## src/rtl/fetch_decode_queue.sv

```systemverilog
// Instruction queue between fetch and decode.
// Each entry carries {insn, pc, pc_next}. Valid/ready handshake on both sides.
// Flush discards every queued entry. Head data reads as 0 (NOP) while the queue is empty.
module fetch_decode_queue #(
    parameter int unsigned WIDTH = 32,
    parameter int unsigned DEPTH = 2,
    parameter int unsigned CW    = 2
) (
    input  logic             clock,
    input  logic             clr,
    input  logic             f_valid,
    input  logic [WIDTH-1:0] f_insn,
    input  logic [WIDTH-1:0] f_pc,
    input  logic [WIDTH-1:0] f_pc_next,
    output logic             f_ready,
    input  logic             flush,
    output logic             d_valid,
    input  logic             d_ready,
    output logic [WIDTH-1:0] d_insn,
    output logic [WIDTH-1:0] d_pc,
    output logic [WIDTH-1:0] d_pc_next,
    output logic [CW-1:0]    count
);

    localparam int unsigned PW = (DEPTH > 1) ? $clog2(DEPTH) : 1;

    logic [PW-1:0]    wr_ptr_q, wr_ptr_d;
    logic [PW-1:0]    rd_ptr_q, rd_ptr_d;
    logic [CW-1:0]    count_q, count_d;
    logic [WIDTH-1:0] insn_q [DEPTH];
    logic [WIDTH-1:0] insn_d [DEPTH];
    logic [WIDTH-1:0] pc_q   [DEPTH];
    logic [WIDTH-1:0] pc_d   [DEPTH];
    logic [WIDTH-1:0] pcn_q  [DEPTH];
    logic [WIDTH-1:0] pcn_d  [DEPTH];
    logic             push;
    logic             pop;

    // Handshake decode. The full flag depends only on state, so there is no full-cycle pass-through.
    always_comb begin
        f_ready   = clr & (count_q != CW'(DEPTH));
        d_valid   = (count_q != '0);
        push      = f_valid & f_ready & ~flush;
        pop       = d_valid & d_ready & ~flush;
        d_insn    = d_valid ? insn_q[rd_ptr_q] : '0;
        d_pc      = d_valid ? pc_q[rd_ptr_q]   : '0;
        d_pc_next = d_valid ? pcn_q[rd_ptr_q]  : '0;
        count     = count_q;
    end

    // Next-state: flush wins over push/pop. Pointers wrap at power-of-two DEPTH.
    always_comb begin
        wr_ptr_d = wr_ptr_q;
        rd_ptr_d = rd_ptr_q;
        count_d  = count_q;
        insn_d   = insn_q;
        pc_d     = pc_q;
        pcn_d    = pcn_q;
        if (flush) begin
            wr_ptr_d = '0;
            rd_ptr_d = '0;
            count_d  = '0;
        end else begin
            if (push) begin
                insn_d[wr_ptr_q] = f_insn;
                pc_d[wr_ptr_q]   = f_pc;
                pcn_d[wr_ptr_q]  = f_pc_next;
                wr_ptr_d         = wr_ptr_q + PW'(1);
            end
            if (pop) begin
                rd_ptr_d = rd_ptr_q + PW'(1);
            end
            if (push && !pop) begin
                count_d = count_q + CW'(1);
            end else if (pop && !push) begin
                count_d = count_q - CW'(1);
            end
        end
    end

    // State registers. Reset is asynchronous and also clears storage.
    always_ff @(posedge clock or negedge clr) begin
        if (!clr) begin
            wr_ptr_q <= '0;
            rd_ptr_q <= '0;
            count_q  <= '0;
            for (int i = 0; i < int'(DEPTH); i++) begin
                insn_q[i] <= '0;
                pc_q[i]   <= '0;
                pcn_q[i]  <= '0;
            end
        end else begin
            wr_ptr_q <= wr_ptr_d;
            rd_ptr_q <= rd_ptr_d;
            count_q  <= count_d;
            insn_q   <= insn_d;
            pc_q     <= pc_d;
            pcn_q    <= pcn_d;
        end
    end

endmodule

```

## config.mk

```make
export PLATFORM = sky130hd
export DESIGN_NAME = fetch_decode_queue
export DESIGN_NICKNAME = d
export VERILOG_FILES = /design/src/rtl/fetch_decode_queue.sv
export SDC_FILE = /design/constraint.sdc
export NUM_CORES = 1
export LEC_CHECK = 0
export BUFFER_PORTS_ARGS = -buffer_cell sky130_fd_sc_hd__clkbuf_2
export CAP_MARGIN = 20
export CORE_MARGIN = 10
export CORE_UTILIZATION = 33
export DETAILED_ROUTE_END_ITERATION = 6
export PLACE_DENSITY = 0.51
export SETUP_SLACK_MARGIN = 0.3
export SLEW_MARGIN = 30
export SYNTH_ARGS = -nofsm -noshare
export SYNTH_HDL_FRONTEND = slang
export SYNTH_SLANG_ARGS = --single-unit
export TNS_END_PERCENT = 20
```

## constraint.sdc

```tcl
create_clock -name clock -period 4.6 [get_ports clock]
set_clock_uncertainty 0.1 [all_clocks]
set_input_delay 0.92 -clock clock [delete_from_list [all_inputs] [get_ports clock]]
set_output_delay 0.92 -clock clock [all_outputs]
set_load 0.005 [all_outputs]
```

==> PnR_summary.wiki <==
{| class="wikitable"
! Metric !! Value
|-
| Half-perimeter wire length after placement || ~15,000 um
|-
| CTS resizes || 0
|-
| Wire length of the first global-routing pass || approximately 34,000 um
|-
| Register-to-register setup slack || ~1.9 ns
|-
| Leak pwr || 5.09 nW
|-
| Top cells by area in the synthesized netlist || sky130_fd_sc_hd__dfrtp_1 (55%), sky130_fd_sc_hd__mux2_2 (19%), sky130_fd_sc_hd__mux2i_1 (11%)
|-
| Cell type contributing the most total cell area after synthesis || sky130_fd_sc_hd__dfrtp_1
|-
| Number of setup buffers added after CTS || 0
|-
| Post-cts hold buffer count || 0
|-
| Cts bufs inserted || 17
|-
| Actual slew at the worst max-slew pin || ~0.77 ns
|-
| Final design instance area without fill || around 11,000 sq um
|-
| Final cycle utilization of the critical path || between 70% and 80%
|-
| Net count of the mapped netlist || 744
|-
| Placeable core region || 26,700 sq um
|-
| Total Routed Length || ~22,000 um
|-
| Routability congestion estimate from global placement || around 0.70
|-
| Net count reported at finish || roughly 930
|-
| Netlist cell types || 26
|-
| Tot GR Track Use || 12.8%
|-
| Reported max-cap violation count || 0
|-
| Count of non-filler cells in the finished layout || about 1,200
|-
| Largest vdd supply drop || between 0.2 and 0.25 mV
|-
| Synth Instances || 643
|-
| Yosys warning count || 0
|-
| Number of port buffers || 200
|-
| Avg Inst Size Synth || approximately 14 sq um
|-
| Crit path max fanout || 38
|-
| Global-route congestion overflow total || 0
|-
| Initial antenna violation count || 1
|-
| Critical Path Start Type || register
|-
| WL per Instance || 18.2 um
|-
| Number of cell rows || 60
|-
| Die extent in y || about 180 um
|-
| Number of global-route vias before repair || 6,091
|-
| Proportion of netlist area held by the largest area contributor || between 50 and 60%
|-
| Worst min-delay path category || register to register
|-
| Area growth from synthesis to layout || 21.8%
|-
| Post-route worst setup slack || between 1 and 1.5 ns
|-
| Total count of hold-check failures in the final report || 0
|-
| Effective utilization at floorplan || around 33%
|-
| TritonCTS clock tree || yes
|-
| Number of storage elements in the synthesis netlist || roughly 200
|-
| Routed via count divided by cell count || around 4.7
|-
| CTS sink count || slightly below 200
|-
| CTS H-tree depth || 4
|-
| Placed Cells incl. Taps || ~1,200
|-
| Outcome || completed
|-
| Share of final-layout standard cells stronger than drive strength 1 || roughly 52%
|-
| Vias post-DR || 5,585
|-
| Unrepaired setup endpoints after global routing || no
|-
| Critical Path End Type || output pin
|-
| Num ports || roughly 200
|-
| Post-route DRC || 0
|-
| Sequential element share of the synthesized area || a little under three fifths
|-
| Shortest period the worst path allows || around 3.4 ns
|-
| Rel. slew slack || 49.0%
|-
| Placed instance area || around 10,000 sq um
|-
| Critical path class || register to output pin
|-
| Pwr per Cell Area || roughly 430 nW/um^2
|-
| Starting DRC count in detailed routing || roughly 280
|-
| Count of fill cells added during filler insertion || ~2,600
|-
| Post-route ant nets || 0
|-
| Latest clock arrival within the worst-skew pair || between 0.4 and 0.5 ns
|-
| Largest net degree at the start of global routing || 76
|-
| Data arrival time of the critical path || between 2 and 2.5 ns
|-
| Max Root-Sink Buffers || 2
|-
| Die X-Extent || around 180 um
|-
| Post-Syn Area || 8900 sq um
|-
| Required @ worst endpoint || roughly 3.6 ns
|-
| Clock edge transition at the registers on the reported setup and hold paths || about 0.070 ns
|-
| Maximum achievable frequency || around 290 MHz
|-
| Pre-CTS setup slack || around 1.5 ns
|-
| Router iterations before antenna repair || 6
|-
| Setup TNS Final || 0 ns
|-
| Setup violators final || 0
|-
| Die outline area || about 34,000 sq um
|-
| Final-report max-slew violation count || 0
|-
| Clock tree root buffer cell || sky130_fd_sc_hd__clkbuf_16
|}
[worst max-delay path: stages (launching register included)]
cell                       delay, ns
sky130_fd_sc_hd__dfrtp_4        0.94
sky130_fd_sc_hd__buf_4          0.53
sky130_fd_sc_hd__mux2i_1        0.27
sky130_fd_sc_hd__nor2_1         0.07
sky130_fd_sc_hd__clkbuf_2       0.13
[power by group]
group          internal, W  switching [W]  leakage, nW
Combinational     0.000551       0.000347         2.40
Clock             0.000743       0.000709        0.278
Sequential         0.00213       0.000214         2.41
[through the flow]
step | power, W | utilization (%) | hold slack [ns]
floorplan | 0.00297 | - | 0.379
global placement | 0.00327 | 38.3 | 0.386
detailed placement | 0.00330 | 38.4 | 0.391
CTS | 0.00478 | 40.5 | 0.409
global route | 0.00498 | 40.6 | 0.415
finish | 0.00469 | 40.6 | 0.404
[cells in the final DEF, fill, tap and decap left out, types with 2 or more instances in the layout]
cell type and instances:
sky130_fd_sc_hd__mux2_4 40, sky130_fd_sc_hd__buf_6 2, sky130_fd_sc_hd__mux2_2 152, sky130_fd_sc_hd__mux2i_1 96, sky130_fd_sc_hd__nor2b_1 2, sky130_fd_sc_hd__buf_4 9
sky130_fd_sc_hd__inv_8 4, sky130_fd_sc_hd__clkbuf_8 3, sky130_fd_sc_hd__clkinv_4 5, sky130_fd_sc_hd__a21oi_1 2, sky130_fd_sc_hd__inv_6 2, sky130_fd_sc_hd__clkbuf_16 17
sky130_fd_sc_hd__clkbuf_2 199, sky130_fd_sc_hd__dfrtp_1 195, sky130_fd_sc_hd__o21ai_0 2, sky130_fd_sc_hd__nor2_1 97
[cell usage after synthesis]
master	n
sky130_fd_sc_hd__dfrtp_1	196
sky130_fd_sc_hd__mux2_2	152
sky130_fd_sc_hd__nor2_1	98
sky130_fd_sc_hd__mux2i_1	96
sky130_fd_sc_hd__mux2_4	40
sky130_fd_sc_hd__buf_2	14
sky130_fd_sc_hd__clkbuf_1	10
sky130_fd_sc_hd__buf_1	9
sky130_fd_sc_hd__buf_6	5
sky130_fd_sc_hd__buf_4	4
sky130_fd_sc_hd__a21oi_1	2
sky130_fd_sc_hd__nor2b_1	2
sky130_fd_sc_hd__o21ai_0	2
sky130_fd_sc_hd__a31oi_1	1
sky130_fd_sc_hd__a32oi_1	1
sky130_fd_sc_hd__and4b_1	1
sky130_fd_sc_hd__inv_1	1
sky130_fd_sc_hd__nand2_1	1
sky130_fd_sc_hd__nand3_1	1
sky130_fd_sc_hd__nand3b_1	1
sky130_fd_sc_hd__nor4b_2	1
sky130_fd_sc_hd__o211ai_1	1
sky130_fd_sc_hd__o21bai_1	1
sky130_fd_sc_hd__or3_1	1
sky130_fd_sc_hd__or4_1	1
sky130_fd_sc_hd__xor2_1	1
[final timing paths]
check / start / endpoint / depth (start not counted)
setup / recovery: rd_ptr_q$_DFFE_PN0P_ / d_pc_next[15] / 4
hold / removal: insn_q[36]$_DFFE_PN0P_ / insn_q[36]$_DFFE_PN0P_ / 1
max in group asynchronous: clr / pcn_q[9]$_DFFE_PN0P_ / 3
min in group asynchronous: clr / pcn_q[22]$_DFFE_PN0P_ / 2
hold reg to reg: insn_q[36]$_DFFE_PN0P_ / insn_q[36]$_DFFE_PN0P_ / 1
setup reg to reg: count[1]$_DFFE_PN0P_ / insn_q[35]$_DFFE_PN0P_ / 4
[cell type report]
class | instances | area (sq um) | area share (%)
sequential | 196 | 4910 | 45.3
multi-input combinational | 404 | 3790 | 34.9
timing repair buffer | 213 | 1150 | 10.6
clock buffer | 19 | 453 | 4.18
tap | 341 | 427 | 3.93
clock inverter | 12 | 114 | 1.05
inverter | 1 | 3.75 | 0.0346
antenna | 1 | 2.50 | 0.0231
[routing by layer]
metal / track usage, % / vias up / wire length [um] / share of wire (%)
met3: 3.19 / 11 / 979 / 4.5
met5: 0 / - / 0 / 0
met1: 15.7 / 2840 / 9550 / 44
met4: 3.31 / 0 / 248 / 1.1
met2: 21.9 / 107 / 10800 / 50
li1: - / 2627 / - / -
[logic make-up (layout without fill, tap and decap cells)]
group | count (synthesis) | in the layout | synth area share [%]
other cells | 0 | 1 | 0
mux | 288 | 288 | 36.8
buf+inv | 43 | 245 | 2.60
flops | 196 | 196 | 55.1
simple gates | 107 | 107 | 4.89
compound gates | 8 | 8 | 0.562
xor+xnor | 1 | 1 | 0.0984
[registers in the layout (all words and copies together) (netlist names)]
| name | count |
|---|---|
| insn_q | 64 |
| pc_q | 64 |
| pcn_q | 64 |
| count | 2 |
| rd_ptr_q | 1 |
| wr_ptr_q | 1 |
Note: power is estimated with default switching activity, not from simulation.
